<file path="src/rtl/serial_accum_pkg.sv">
// Shared types and constants for the bit-serial accumulator.
package serial_accum_pkg;

    localparam int unsigned DEFAULT_WIDTH = 32'd4;

    typedef enum logic [1:0] {
        IDLE  = 2'd0,
        SHIFT = 2'd1,
        DONE  = 2'd2
    } state_e;

    function automatic logic full_add_sum(input logic a, input logic b, input logic c);
        return a ^ b ^ c;
    endfunction

endpackage

</file>
<file path="src/rtl/serial_accum_carry_cell.sv">
// JK carry flip-flop of the serial adder: J=a&b sets, K=~(a|b) resets, otherwise holds.
module carry_cell (
    input  logic clk,
    input  logic rst,
    input  logic sclr,
    input  logic en,
    input  logic a,
    input  logic b,
    output logic q
);

    logic j_s;
    logic k_s;
    logic q_d;
    logic q_q;

    // JK next-state with synchronous clear taking priority over the shift enable
    always_comb begin
        j_s = a & b;
        k_s = ~(a | b);
        q_d = q_q;
        if (sclr) begin
            q_d = 1'b0;
        end else if (en) begin
            q_d = (j_s & ~q_q) | (~k_s & q_q);
        end else begin
            q_d = q_q;
        end
    end

    // Carry register
    always_ff @(posedge clk or negedge rst) begin
        if (!rst) begin
            q_q <= 1'b0;
        end else begin
            q_q <= q_d;
        end
    end

    assign q = q_q;

endmodule

</file>
<file path="src/rtl/serial_accum.sv">
// Bit-serial accumulator: shifts one operand bit pair per cycle through a JK carry
// cell, adding one WIDTH-bit addend per accepted start command.
module serial_accum
    import serial_accum_pkg::*;
#(
    parameter int unsigned WIDTH = DEFAULT_WIDTH
) (
    input  logic             clk,
    input  logic             rst,
    input  logic             start,
    input  logic             clr,
    input  logic [WIDTH-1:0] din,
    output logic [WIDTH-1:0] acc,
    output logic             cout,
    output logic             busy,
    output logic             done
);

    localparam int unsigned CW = (WIDTH > 32'd1) ? $clog2(WIDTH) : 32'd1;
    localparam logic [CW-1:0] CNT_LAST = CW'(WIDTH - 32'd1);

    state_e           state_q;
    state_e           state_d;
    logic [WIDTH-1:0] acc_q;
    logic [WIDTH-1:0] acc_d;
    logic [WIDTH-1:0] add_q;
    logic [WIDTH-1:0] add_d;
    logic [CW-1:0]    cnt_q;
    logic [CW-1:0]    cnt_d;
    logic             ready_s;
    logic             clear_s;
    logic             accept_s;
    logic             shift_s;
    logic             carry_s;
    logic             sum_s;
    logic             busy_s;
    logic             done_s;

    // Command decode: clr wins over start, and both only count outside SHIFT
    always_comb begin
        ready_s  = (state_q == IDLE) || (state_q == DONE);
        clear_s  = ready_s && clr;
        accept_s = ready_s && !clr && start;
        shift_s  = (state_q == SHIFT);
        sum_s    = full_add_sum(acc_q[0], add_q[0], carry_s);
    end

    carry_cell u_carry (
        .clk  (clk),
        .rst  (rst),
        .sclr (clear_s | accept_s),
        .en   (shift_s),
        .a    (acc_q[0]),
        .b    (add_q[0]),
        .q    (carry_s)
    );

    // State register
    always_ff @(posedge clk or negedge rst) begin
        if (!rst) begin
            state_q <= IDLE;
        end else begin
            state_q <= state_d;
        end
    end

    // Next-state logic; the unused encoding falls back to IDLE
    always_comb begin
        state_d = IDLE;
        case (state_q)
            IDLE, DONE: begin
                if (accept_s) begin
                    state_d = SHIFT;
                end else begin
                    state_d = IDLE;
                end
            end
            SHIFT: begin
                if (cnt_q == CNT_LAST) begin
                    state_d = DONE;
                end else begin
                    state_d = SHIFT;
                end
            end
            default: state_d = IDLE;
        endcase
    end

    // Status outputs decoded from registered state only
    always_comb begin
        busy_s = 1'b0;
        done_s = 1'b0;
        case (state_q)
            SHIFT:   busy_s = 1'b1;
            DONE:    done_s = 1'b1;
            default: begin
                busy_s = 1'b0;
                done_s = 1'b0;
            end
        endcase
    end

    // Datapath next-state: load on accept, rotate sum bits in while shifting
    always_comb begin
        acc_d = acc_q;
        add_d = add_q;
        cnt_d = cnt_q;
        if (clear_s) begin
            acc_d = '0;
        end else if (accept_s) begin
            add_d = din;
            cnt_d = '0;
        end else if (shift_s) begin
            acc_d = {sum_s, acc_q[WIDTH-1:1]};
            add_d = {1'b0, add_q[WIDTH-1:1]};
            cnt_d = cnt_q + CW'(1);
        end else begin
            acc_d = acc_q;
            add_d = add_q;
            cnt_d = cnt_q;
        end
    end

    // Datapath registers
    always_ff @(posedge clk or negedge rst) begin
        if (!rst) begin
            acc_q <= '0;
            add_q <= '0;
            cnt_q <= '0;
        end else begin
            acc_q <= acc_d;
            add_q <= add_d;
            cnt_q <= cnt_d;
        end
    end

    assign acc  = acc_q;
    assign cout = carry_s;
    assign busy = busy_s;
    assign done = done_s;

endmodule
</file>
<file path="config.mk">
export PLATFORM = sky130hd
export DESIGN_NAME = serial_accum
export DESIGN_NICKNAME = d
export VERILOG_FILES = /design/src/rtl/serial_accum_pkg.sv /design/src/rtl/serial_accum_carry_cell.sv /design/src/rtl/serial_accum.sv
export SDC_FILE = /design/constraint.sdc
export NUM_CORES = 1
export LEC_CHECK = 0
export CORE_MARGIN = 2
export CORE_UTILIZATION = 23
export CTS_CLUSTER_DIAMETER = 200
export CTS_CLUSTER_SIZE = 20
export DETAILED_ROUTE_END_ITERATION = 8
export HOLD_SLACK_MARGIN = 0.06
export PLACE_DENSITY_LB_ADDON = 0.3
export SLEW_MARGIN = 25
export SYNTH_ARGS = -nofsm -noshare
export SYNTH_HDL_FRONTEND = slang
export SYNTH_HIERARCHICAL = 1
export SYNTH_SLANG_ARGS = --single-unit
</file>
<file path="constraint.sdc">
create_clock -name clk -period 1.5 [get_ports clk]
set_input_delay 0.225 -clock clk [delete_from_list [all_inputs] [get_ports clk]]
set_output_delay 0.225 -clock clk [all_outputs]
set_load 0.05 [all_outputs]
</file>
# [Word level (Yosys, flattened, before mapping)]
# Cells that the tools add are included.
[totals] register_bits=13 latch_bits=0 ram_bits=0 mem_bits_ro=0 input_bits=8 output_inout_bits=7 wordCells=46 memories=0
[op_classes] addsub=1 multipliers=0 div=0 n_lt_le_gt_ge=0 eq_ne=4 shift=0 mux=14 bitwise=10 n_reduce_logical=12
[ops] op="two-way mux 4 bit" n=5
[ops] op="two-way mux 2 bit" n=3
[ops] op="nonzero test 2 bit" n=3
[ops] op="two-way mux 1 bit" n=5
[ops] op="== test 2 bit, second input constant" n=2
[ops] op="one-hot mux 2 bit (2 select lines)" n=1
[ops] op="AND reduction 2 bit" n=2
[ops] op="bitwise AND 1 bit" n=3
[ops] op="logical AND 1 bit" n=3
[ops] op="OR 1 bit" n=3
[ops] op="adder 2 x 1 -> 2 bit, second input constant" n=1
[ops] op="== test 2 x 1 -> 1 bit, second input constant" n=1
[ops] op="zero test 2 bit" n=1
[ops] op="!= test 2 bit, second input constant" n=1
[ops] op="NOT 1 bit" n=2
[ops] op="OR reduction 2 bit" n=1
[ops] op="XOR 1 bit" n=2
[ops] op="zero test 1 bit" n=1
[ops] op="logical OR 1 bit" n=1

# [Logic depth before layout (Yosys ltp)]
# Gate-level depths: netlist (run 1).
[logic_depth] ltp_word=6 mapped_depth=5 depth_no_buf=4

# [Hierarchy]
# Netlist (run 1), hierarchy kept.
[by_module_without_submodules] module="serial_accum" instances=1 cells_each=55 area_each_um2=623.1 seq_area_each_um2=300.3
[by_module_without_submodules] module="carry_cell" instances=1 cells_each=6 area_each_um2=62.6 seq_area_each_um2=25.0

# [Worst setup path before layout (run 1)]
# OpenSTA, ideal clock, no wires.
[synth_path] path_type="reg-to-reg" startpoint="register state_q[1]" endpoint="register u_carry.q_q (netlist: u_carry/q)" setup_ns=0.132 arrival_time_ns=1.251 t_required_ns=1.368 slack_ns=0.117 path_stages_with_launch=6 n_path_buf=1 period_less_slack_ns=1.383 path_cell_list="dfrtp_1 nand2b_1 buf_2 inv_2 nor2b_1 o32ai_2"
[synth_between] elab_chain_len=6 word_cells_on_any_way=10 cone_classes="2 x eq/ne; 1 x mux; 1 x bitwise; 6 x reduce/logical"
[synth_rtl] element="from (decl)" line_no="serial_accum.sv:22" text="state_e state_q;"
[synth_rtl] element="from (signal assigned)" line_no="serial_accum.sv:63" text="state_q <= state_d;"
[synth_rtl] element="== test 2 bit / zero test 2 bit (equally long branches)" line_no="serial_accum.sv:41" text="ready_s = (state_q == IDLE) || (state_q == DONE);"
[synth_rtl] element="logical OR 1 bit" line_no="serial_accum.sv:41"
[synth_rtl] element="logical AND 1 bit (2 in series)" line_no="serial_accum.sv:43" text="accept_s = ready_s && !clr && start;"
[synth_rtl] element="OR 1 bit" line_no="serial_accum.sv:51" text=".sclr (clear_s | accept_s),"
[synth_rtl] element="two-way mux 1 bit / nonzero test 2 bit (equally long branches)"
[synth_rtl] element="to (signal assigned)" line_no="serial_accum_carry_cell.sv:36" text="q_q <= q_d;"
[synth_rtl] element="to (decl)" line_no="serial_accum_carry_cell.sv:15" text="logic q_q;"
# Several ways; a longest one is shown, not always the timed one.
# A chain may end at the register's enable or synchronous reset.

# [Final worst setup path (run 1)]
[layout_path] startpoint="register state_q[1]" endpoint="output port busy"
[layout_between] elab_chain_len=2
[layout_rtl] element="== test 2 x 1 -> 1 bit" line_no="serial_accum.sv:93" text="case (state_q)"
[layout_rtl] element="two-way mux 1 bit" line_no="serial_accum.sv:93"
[layout_rtl] element="to (decl)" line_no="serial_accum.sv:15" text="output logic busy,"
# No other way between the ends.

==> metrics.log, run 1 <==
INFO  metric drt-vias-per-instance = 4.69
INFO  metric setup_viol = 0
INFO  metric final_layout_size_suffix_gt1_frac = 0.378
INFO  metric drv_slew = 0
INFO  metric route.detailed.wl_per_inst = about 12 um
INFO  metric grt_first_pass_wirelength = 2370 um
INFO  metric category_of_the_critical_setup_timing_path = flop to output port
INFO  metric ys_seq_elements = 13
INFO  metric tritoncts.num_buffers = 3
INFO  metric postSynthAreaPerCell = 11.2 um^2
INFO  metric vdd_drop_max = 0.000822 V
INFO  metric grt_max_degree = 14
INFO  metric clk_transition_reported_paths = 80 ps
INFO  metric wl_met1 = 629 um
INFO  metric cts.root.buffer_cell = sky130_fd_sc_hd__clkbuf_4
INFO  metric fin_tns_setup = 0 ps
INFO  metric timing.final.hold_violations = 0
INFO  metric synthesis.instances = just over 60
INFO  metric timing.critical_path.fanout_max = 6
INFO  metric fmax = 703 MHz
INFO  metric gpl.final_weighted_congestion = approximately 0.7
INFO  metric antenna_found_initial = 0
INFO  metric rrSetupSlack = around 220 ps
INFO  metric dr.max_layer_used = met4
INFO  metric failed_checks = DRC
INFO  metric synth_largest_type_area_fraction = 0.474
INFO  metric synth.largest_area_cell = sky130_fd_sc_hd__dfrtp_1
INFO  metric detailedRoute.firstIterationViolations = 22
INFO  metric timing.hold.worst.class = input pin to asynchronous set/reset pin
INFO  metric maxCapViolCount = 0
INFO  metric most_common_cell_after_layout_fill_and_taps_aside = sky130_fd_sc_hd__dfrtp_1
INFO  metric synth_warnings = 6
INFO  metric numClockSinks = 13
INFO  metric drt_pass1_iterations = 6
INFO  metric vias = 530
INFO  metric run_status = finished, violations left
INFO  metric route.final.wire_length = 1370 um
INFO  metric final_nets = slightly above 90
INFO  metric synth-seq-area-share = 0.474
INFO  metric clock_skew = 2.03 ps
INFO  metric top_level_ports = 15
INFO  metric chipWidth = 58.6 um
INFO  metric gr-usage-all-layers = 0.0926
INFO  metric route.met3.wl = 118 um
INFO  metric n_fill_cell = approximately 300
INFO  metric coreArea = roughly 2800 um^2
INFO  metric floorplan.initialDensity = 0.244
INFO  metric power.total = 2.18 mW
INFO  metric areaGrowthSynthToFinish = 43.4%
INFO  metric synth.lib_cells_used.distinct = 28
INFO  metric power.density = 2220 nW/um^2
INFO  metric synth_nets = 70
INFO  metric floorplan.die.height = about 59 um
INFO  metric globalRouteOverflowTotal = 0
INFO  metric diodes = 0
INFO  metric min_period_over_period = 0.948
INFO  metric cts_hold_buffers = 0
INFO  metric num_rows = 19
INFO  metric crit_arrival = ~1200 ps
INFO  metric grt_pass1_vias = 518
INFO  metric met2WireLength = just over 600 um
INFO  metric drc_errors = 1
INFO  metric htree_num_levels = 1
INFO  metric period_needed = 1420 ps
INFO  metric clock_insertion_delay_worst_skew = 280 ps
INFO  metric cp-start-kind = flop
INFO  metric critPathCaptureType = output port
INFO  metric slew-limit-headroom = 0.839
INFO  metric max_slew.worst_pin.slew = 242 ps
INFO  metric cellLeakagePower = between 0.4 and 0.5 nW
INFO  metric place.detailed.hpwl = approximately 1000 um
INFO  metric timing.hold.ws = 243 ps
INFO  metric rsz0062_at_grt = no
INFO  metric final_core_util = 0.351
INFO  metric clockBufferDepth = 2
INFO  metric crit_required = 1270 ps
INFO  metric final_cell_mix = 11 x sky130_fd_sc_hd__dfrtp_1, 7 x sky130_fd_sc_hd__clkdlybuf4s50_1, 7 x sky130_fd_sc_hd__buf_12, 6 x sky130_fd_sc_hd__nand2_1, 6 x sky130_fd_sc_hd__buf_4
INFO  metric ant_nets = 0
INFO  metric cts_tree = yes
INFO  metric synth.area.top_cells = sky130_fd_sc_hd__dfrtp_1 47%, sky130_fd_sc_hd__mux2_2 4.9%, sky130_fd_sc_hd__a22o_1 3.8%
INFO  metric synthesis.area = 686 um^2
INFO  metric fp.dieArea = around 3400 um^2
INFO  metric port_buffers = 14
==> logic make-up after synthesis <==
kind of cell | after synthesis | share of synthesized area
AND/OR/NAND/NOR | 23 | 0.195
flip-flops | 13 | 0.474
AO/OA/AOI/OAI | 12 | 0.159
buffers and inverters | 5 | 0.0511
multiplexers | 4 | 0.0639
XOR/XNOR | 3 | 0.0383
adder cells (fa/ha/maj) | 1 | 0.0182
==> cell usage after synthesis <==
master / count
sky130_fd_sc_hd__mux2i_1: 1
sky130_fd_sc_hd__and2b_1: 1
sky130_fd_sc_hd__nand3_1: 2
sky130_fd_sc_hd__or3b_4: 1
sky130_fd_sc_hd__a31oi_2: 2
sky130_fd_sc_hd__nand3_2: 2
sky130_fd_sc_hd__a22o_1: 3
sky130_fd_sc_hd__and2_1: 1
sky130_fd_sc_hd__o32ai_2: 1
sky130_fd_sc_hd__nand2_1: 6
sky130_fd_sc_hd__xor2_1: 1
sky130_fd_sc_hd__a32oi_1: 1
sky130_fd_sc_hd__o21ai_0: 1
sky130_fd_sc_hd__nor2_1: 3
sky130_fd_sc_hd__a22oi_2: 1
sky130_fd_sc_hd__mux2_2: 3
sky130_fd_sc_hd__xnor2_1: 2
sky130_fd_sc_hd__dfrtp_1: 13
sky130_fd_sc_hd__buf_2: 1
sky130_fd_sc_hd__nor2b_1: 1
sky130_fd_sc_hd__inv_2: 1
sky130_fd_sc_hd__a21oi_1: 3
sky130_fd_sc_hd__ha_1: 1
sky130_fd_sc_hd__nor2_2: 2
sky130_fd_sc_hd__or2b_1: 1
sky130_fd_sc_hd__buf_6: 2
sky130_fd_sc_hd__nand2b_1: 3
sky130_fd_sc_hd__inv_1: 1
==> where the power goes <==
group	internal, mW	leakage (nW)	switching, mW
combinational	0.646	0.251	0.611
sequential	0.504	0.165	0.197
clock	0.103	0.0150	0.121
total	1.25	0.431	0.929
==> metal layers <==
layer	up-vias	GRT usage
met3	2	0.0440
li1	256	-
met4	0	0.0195
met1	254	0.117
met5	-	0
met2	18	0.144
==> cell type report <==
cell class | count | area [um^2] | share of cell area
Clock buffer | 4 | 26.3 | 0.0267
Inverter | 2 | 10.0 | 0.0102
Multi-Input combinational cell | 43 | 325 | 0.331
Sequential cell | 13 | 328 | 0.333
Tap cell | 31 | 38.8 | 0.0394
Timing Repair Buffer | 20 | 255 | 0.260
==> stage by stage <==
step	cells	setup slack [ps]	instance area (um^2)
after floorplan	61	117	686
after global placement	107	76.3	937
after detailed placement	107	31.7	937
after CTS	111	8.52	967
after global routing	113	3.72	983
final	113	78.0	983
==> critical path, cell delays in order, from the launching register on <==
cell                       delay (ps)
sky130_fd_sc_hd__dfrtp_2          460
sky130_fd_sc_hd__nand2b_1         210
sky130_fd_sc_hd__inv_4            110
sky130_fd_sc_hd__buf_12           140
==> flip-flops by register name, indices dropped and copies added, names as in the netlist <==
signal     count
acc            4
add_q          4
cnt_q          2
state_q        2
u_carry/q      1
==> worst paths after layout <==
check                      startpoint          to  cells past startpoint
setup reg to reg           state_q[0]   u_carry/q                      5
hold reg to reg              add_q[3]    add_q[3]                      2
min in group clk               din[3]    add_q[3]                      3
setup / recovery           state_q[1]        busy                      3
max in group asynchronous         rst  state_q[1]                      2
hold / removal                    rst    add_q[3]                      2
==> timing repair <==
action                     4_1_cts  5_1_grt
buffers inserted                 0        2
setup endpoints to repair        1        1
resized for setup                2        1
Power figures use the tool's default switching activity.
==> run 2: changes to the inputs <==
Settings changed: CORE_ASPECT_RATIO set to 1.75.
==> run 2 against run 1 <==
The run now ends clean. Core utilization fell by 1.1 points. Clock skew barely moved. Global-route usage barely moved. Sequential power barely moved. Via count fell by 3.4%. Sequential share of layout area fell by 0.085 points. Count of clock-buffer cells in the layout did not move. First-iteration DRC count fell by 36%. Non-clock buffer count fell by 2. Die area rose by 0.51%. Critical path depth did not move. Maximum frequency fell by 0.77%. Largest cell class unchanged. Largest power group unchanged. Highest routed layer unchanged.
==> metrics.log, run 2 (synthesis gave the netlist of run 1 again) <==
INFO  metric fp.dieArea = 3450 um^2 (+0.51%)
INFO  metric cts.root.buffer_cell = sky130_fd_sc_hd__clkbuf_8
INFO  metric sequentialPowerShare = 0.314 (-0.007)
INFO  metric grt_first_pass_wirelength = 2360 um (-0.30%)
INFO  metric cellLeakagePower = 0.431 nW (about the same)
INFO  metric final_nets = 90 (-2.2%)
INFO  metric internal_power = 1.30 mW (+3.8%)
INFO  metric p_clk_frac = 0.139 (+0.036)
INFO  metric ant_nets = 0 (unchanged)
INFO  metric floorplan.die.height = 76.2 um (+30%)
INFO  metric drv_slew = 0 (unchanged)
INFO  metric crit_slowest_cell = sky130_fd_sc_hd__dfrtp_1
INFO  metric grt_max_degree = 14 (unchanged)
INFO  metric numClockSinks = 13 (unchanged)
INFO  metric route.final.wire_length = 1370 um (-0.36%)
INFO  metric fin_area = 982 um^2 (-0.13%)
INFO  metric crit_path_max_incr_delay = 460 ps (about the same)
INFO  metric gr-usage-all-layers = 0.0929 (+0.000246)
INFO  metric cts_hold_buffers = 0 (unchanged)
INFO  metric drt-vias-per-instance = 4.74 (+1.1%)
INFO  metric num_rows = 26 (+7)
INFO  metric floorplan.initialDensity = 0.237 (-0.00761)
INFO  metric timing.final.hold_violations = 0 (unchanged)
INFO  metric clock_insertion_delay_worst_skew = 240 ps (-40 ps)
INFO  metric final_cell_mix = 12 x sky130_fd_sc_hd__dfrtp_1, 7 x sky130_fd_sc_hd__clkdlybuf4s50_1, 7 x sky130_fd_sc_hd__buf_12, 6 x sky130_fd_sc_hd__nand2_1, 4 x sky130_fd_sc_hd__buf_4
INFO  metric place.detailed.hpwl = 1060 um (+4.5%)
INFO  metric detailedRoute.firstIterationViolations = 14 (-36%)
INFO  metric areaGrowthSynthToFinish = 43.2%
INFO  metric port_buffers = 14 (unchanged)
INFO  metric crit_required = 1270 ps (about the same)
INFO  metric min_period_over_period = 0.955 (+0.00739)
INFO  metric period_needed = 1430 ps (+11.1 ps)
INFO  metric vias = 512 (-3.4%)
INFO  metric rsz0062_at_grt = no
INFO  metric power.share.switching = 0.415 (-0.0102)
INFO  metric slew-limit-headroom = 0.835 (-0.00395)
INFO  metric cts_tree = yes
INFO  metric fin_tns_setup = 0 ps (unchanged)
INFO  metric run_status = complete, no violations
INFO  metric vdd_drop_max = 0.00107 V (+30%)
INFO  metric drc_errors = 0 (-1)
INFO  metric share_comb_of_total_power = 0.547 (-0.029)
INFO  metric critPathCaptureType = output port
INFO  metric timing.hold.worst.class = input pin to asynchronous set/reset pin
INFO  metric maxCapViolCount = 0 (unchanged)
INFO  metric clockBufferDepth = 2 (unchanged)
INFO  metric cp-start-kind = flop
INFO  metric route.detailed.wl_per_inst = 12.7 um (+4.2%)
INFO  metric clock_skew = 2.15 ps (+0.126 ps)
INFO  metric gpl.final_weighted_congestion = 0.705 (+1.0%)
INFO  metric setup_viol = 0 (unchanged)
INFO  metric coreArea = 2900 um^2 (+3.2%)
INFO  metric grt_pass1_vias = 524 (+1.2%)
INFO  metric clk_transition_reported_paths = 50 ps (-30 ps)
INFO  metric diodes = 0 (unchanged)
INFO  metric final_layout_size_suffix_gt1_frac = 0.350 (-0.0280)
INFO  metric timing.hold.ws = 286 ps (+42.7 ps)
INFO  metric chipWidth = 45.3 um (-23%)
INFO  metric htree_num_levels = 1 (unchanged)
INFO  metric antenna_found_initial = 0 (unchanged)
INFO  metric timing.critical_path.fanout_max = 8 (+2)
INFO  metric power.density = 2270 nW/um^2 (+2.1%)
INFO  metric postPlaceCellArea = 933 um^2 (-0.40%)
INFO  metric tritoncts.num_buffers = 3 (unchanged)
INFO  metric n_fill_cell = 289 (-2.7%)
INFO  metric globalRouteOverflowTotal = 0 (unchanged)
INFO  metric worstPathCellList = nand2b_1, inv_4, buf_12
INFO  metric drt_pass1_iterations = 4 (-2)
INFO  metric switching_power = 0.925 mW (-0.48%)
INFO  metric fmax = 698 MHz (-0.77%)
INFO  metric crit_arrival = 1210 ps (about the same)
INFO  metric top_level_ports = 15 (unchanged)
INFO  metric max_slew.worst_pin.slew = 248 ps (+5.92 ps)
INFO  metric category_of_the_critical_setup_timing_path = flop to output port
INFO  metric most_common_cell_after_layout_fill_and_taps_aside = sky130_fd_sc_hd__dfrtp_1
## run 2: area by class of cell
| cell class | instances | area [um^2] | area share |
|---|---|---|---|
| clock buffers | 4 | 45.0 | 0.0459 |
| inverters | 2 | 10.0 | 0.0102 |
| multi-input cells | 43 | 325 | 0.331 |
| flip-flops and latches | 13 | 327 | 0.332 |
| well taps | 28 | 35.0 | 0.0357 |
| repair buffers | 18 | 240 | 0.245 |
## run 2: worst paths after layout
check / startpoint / to / slack, ps / depth (start not counted)
worst max-delay path: state_q[1] / busy / 70 / 3
worst min-delay path: rst / add_q[0] / 290 / 2
worst max register to register: state_q[0] / add_q[1] / 250 / 3
worst min register to register: add_q[3] / add_q[3] / 510 / 2
max in group asynchronous: rst / state_q[0] / 1040 / 2
min in group clk: add_q[3] / add_q[3] / 510 / 2
## run 2: per-layer routing
metal / part of all wire / vias up / GRT usage / wire length, um
li1: - / 253 / - / -
met1: 0.41 / 246 / 0.105 / 564
met2: 0.54 / 11 / 0.151 / 741
met3: 0.029 / 2 / 0.0142 / 40
met4: 0.017 / 0 / 0.0618 / 23
met5: 0 / - / 0 / 0
## run 2: stage by stage
stage,std cells,power [mW],util,setup WS [ps]
after floorplan,61,1.43,-,117
after global placement,104,1.90,0.322,81.2
after detailed placement,104,1.92,0.322,49.6
after CTS,108,2.25,0.338,12.6
after global routing,108,2.37,0.339,3.39
final,108,2.23,0.339,66.9
## run 2: power by group through the flow
stage	Clock (mW)	Combinational, mW	Sequential (mW)
after global routing	0.333	1.31	0.726
after floorplan	0	0.634	0.796
after detailed placement	0	1.22	0.704
after global placement	0	1.20	0.699
after CTS	0.317	1.23	0.704
final	0.309	1.22	0.699
## run 2: critical path, delay by kind of cell (launching register included)
kind | cells | cell delay [ps]
buf+inv | 2 | 290
flops | 1 | 460
simple gates | 1 | 230
## run 2: timing repair
item	CTS	global route
gates cloned	0	0
endpoints found under the hold margin	0	0
buffers inserted	0	0
endpoints found under the setup margin	1	1
resized for setup	1	1
==> run 3: changes to the inputs <==
Settings changed: CTS_BUF_LIST set to sky130_fd_sc_hd__clkbuf_4 sky130_fd_sc_hd__clkbuf_8.
Clock period 1.5 ns to 1.3 ns, I/O delays scaled along.
==> run 3 against run 2 <==
Clock power grew 22%. Final cell count grew 5.6%. Combinational power grew 27%. Setup slack lost 62 ps. Sequential cell count is the same. Die area is the same. Global-route usage grew 0.41 points. Non-clock buffer count grew 6. Critical path depth shrank 1. Critical endpoint is now done.
==> metrics.log, run 3 (synthesis gave the netlist of run 1 again) <==
INFO  metric drc_errors = 0 (unchanged)
INFO  metric setup_viol = 0 (unchanged)
INFO  metric critPathBufInv = 1 (-1)
INFO  metric clk_transition_reported_paths = 60 ps (about the same)
INFO  metric diodes = 0 (unchanged)
INFO  metric drt-vias-per-instance = 4.75 (+0.29%)
INFO  metric crit_required = 1110 ps (-160 ps)
INFO  metric power.share.switching = 0.406 (-0.00941)
INFO  metric top_level_ports = 15 (unchanged)
INFO  metric fin_area = 1040 um^2 (+6.1%)
INFO  metric floorplan.die.height = 76.2 um (unchanged)
INFO  metric antenna_found_initial = 0 (unchanged)
INFO  metric floorplan.initialDensity = 0.237 (unchanged)
INFO  metric gr-usage-all-layers = 0.0969 (+0.00407)
INFO  metric run_status = complete, no violations
INFO  metric port_buffers = 14 (unchanged)
INFO  metric category_of_the_critical_setup_timing_path = flop to output port
INFO  metric period_needed = 1300 ps
INFO  metric place_worst_setup_slack = -100 ps (-150 ps)
INFO  metric min_period_over_period = 0.997
INFO  metric switching_power = 1.10 mW (+19%)
INFO  metric most_common_cell_after_layout_fill_and_taps_aside = sky130_fd_sc_hd__dfrtp_1
INFO  metric rr_worst_depth = 3 (unchanged)
INFO  metric clock_insertion_delay_worst_skew = 240 ps (about the same)
INFO  metric final_cell_mix = 12 x sky130_fd_sc_hd__dfrtp_1, 9 x sky130_fd_sc_hd__buf_4, 7 x sky130_fd_sc_hd__clkdlybuf4s50_1, 7 x sky130_fd_sc_hd__buf_12, 6 x sky130_fd_sc_hd__nand2_1
INFO  metric cts.root.buffer_cell = sky130_fd_sc_hd__clkbuf_8
INFO  metric route.detailed.wl_per_inst = 12.8 um (+0.90%)
INFO  metric clock_skew = 2.04 ps (-0.115 ps)
INFO  metric rsz0062_at_grt = yes
INFO  metric grt_first_pass_wirelength = 2420 um (+2.6%)
INFO  metric timing.final.hold_violations = 0 (unchanged)
INFO  metric chipWidth = 45.3 um (unchanged)
INFO  metric final_nets = 96 (+6.7%)
INFO  metric num_rows = 26 (unchanged)
INFO  metric areaGrowthSynthToFinish = 52.0%
INFO  metric drt_pass1_iterations = 5 (+1)
INFO  metric fmax = between 700 and 800 MHz
INFO  metric setup_ws = 4.49 ps (-62.4 ps)
INFO  metric postPlaceCellArea = 958 um^2 (+2.7%)
INFO  metric ant_nets = 0 (unchanged)
INFO  metric vias = 542 (+5.9%)
INFO  metric numClockSinks = 13 (unchanged)
INFO  metric gpl.final_weighted_congestion = 0.730 (+3.5%)
INFO  metric globalRouteOverflowTotal = 0 (unchanged)
INFO  metric maxCapViolCount = 0 (unchanged)
INFO  metric p_clk_frac = 0.138 (about the same)
INFO  metric worstPathCellList = and2b_1, buf_12
INFO  metric cts_tree = yes
INFO  metric timing.critical_path.fanout_max = 7 (-1)
INFO  metric final_layout_size_suffix_gt1_frac = 0.419 (+0.0686)
INFO  metric grt_max_degree = 14 (unchanged)
INFO  metric detailedRoute.firstIterationViolations = 8 (-6)
INFO  metric max_slew.worst_pin.slew = 396 ps (+148 ps)
INFO  metric coreArea = 2900 um^2 (unchanged)
INFO  metric place.detailed.hpwl = 1140 um (+7.2%)
INFO  metric critPathCaptureType = output port
INFO  metric power.density = 2610 nW/um^2 (+15%)
INFO  metric share_comb_of_total_power = 0.570 (+0.023)
INFO  metric sequentialPowerShare = 0.291 (-0.023)
INFO  metric timing.hold.worst.class = input pin to asynchronous set/reset pin
INFO  metric grt_pass1_vias = 550 (+5.0%)
INFO  metric crit_path_max_incr_delay = 460 ps (about the same)
INFO  metric cp-start-kind = flop
INFO  metric cellLeakagePower = 0.467 nW (+8.5%)
INFO  metric htree_num_levels = 1 (unchanged)
INFO  metric rrSetupSlack = 80 ps (-170 ps)
INFO  metric route.final.wire_length = 1460 um (+6.5%)
INFO  metric critical-path-top-delay-family = flip-flops
INFO  metric tritoncts.num_buffers = 3 (unchanged)
INFO  metric rr_startpoint = state_q[0]
INFO  metric slew-limit-headroom = 0.735 (-0.0999)
INFO  metric clockBufferDepth = 2 (unchanged)
INFO  metric drv_slew = 0 (unchanged)
INFO  metric vdd_drop_max = 0.00137 V (+28%)
INFO  metric cts_hold_buffers = 0 (unchanged)
INFO  metric worstReg2RegEnd = add_q[2]
INFO  metric internal_power = 1.62 mW (+24%)
INFO  metric fp.dieArea = 3450 um^2 (unchanged)
INFO  metric crit_slowest_cell = sky130_fd_sc_hd__dfrtp_2
INFO  metric crit_arrival = 1100 ps (-110 ps)
run 3: cell types whose count changed in the layout (fill, tap and decap cells not counted), sizes merged:
cell	delta
buf	+6
run 3: through the flow:
| stage | setup TNS (ps) | hold WS, ps | std cells | power (mW) | utilization |
|---|---|---|---|---|---|
| 2_1_floorplan | 0 | -101 | 61 | 1.66 | - |
| 3_3_place_gp | -475 | 488 | 107 | 2.24 | 0.331 |
| 3_5_place_dp | -559 | 478 | 107 | 2.27 | 0.331 |
| 4_1_cts | 0 | 263 | 113 | 2.71 | 0.355 |
| 5_1_grt | -19.2 | 287 | 114 | 2.88 | 0.360 |
| 6_report | 0 | 261 | 114 | 2.72 | 0.360 |
run 3: final cells by class:
| class | instances | area, um^2 |
|---|---|---|
| multi-input cells | 43 | 333 |
| clock buffers | 4 | 48.8 |
| inverters | 2 | 10.0 |
| fillers | 286 | 1850 |
| flip-flops and latches | 13 | 327 |
| well taps | 28 | 35.0 |
| repair buffers | 24 | 289 |
run 3: repair_timing:
action | in CTS | in global routing
setup buffers | 2 | 1
resized for setup | 2 | 1
endpoints found under the setup margin | 2 | 2
gates cloned | 0 | 0
run 3: power groups by stage:
stage               Sequential [mW]  Clock [mW]  Combinational, mW
floorplan                     0.918           0              0.743
global placement              0.779           0               1.46
detailed placement            0.786           0               1.48
CTS                           0.785       0.387               1.54
global route                  0.822       0.400               1.66
finish                        0.792       0.376               1.55
run 3: layer usage:
metal	up-vias	GRT usage	wire length, um
li1	263	-	-
met1	262	0.0985	577
met2	15	0.170	804
met3	2	0.0142	45
met4	0	0.0618	30
met5	-	0	0
run 3: how the worst max path moves through the flow:
stage,start,to,depth (start not counted)
6_report,state_q[0],done,2
5_1_grt,state_q[1],done,3
4_1_cts,state_q[1],done,3
3_5_place_dp,start,add_q[1],4
3_3_place_gp,start,add_q[1],4
2_1_floorplan,state_q[1],u_carry/q,5
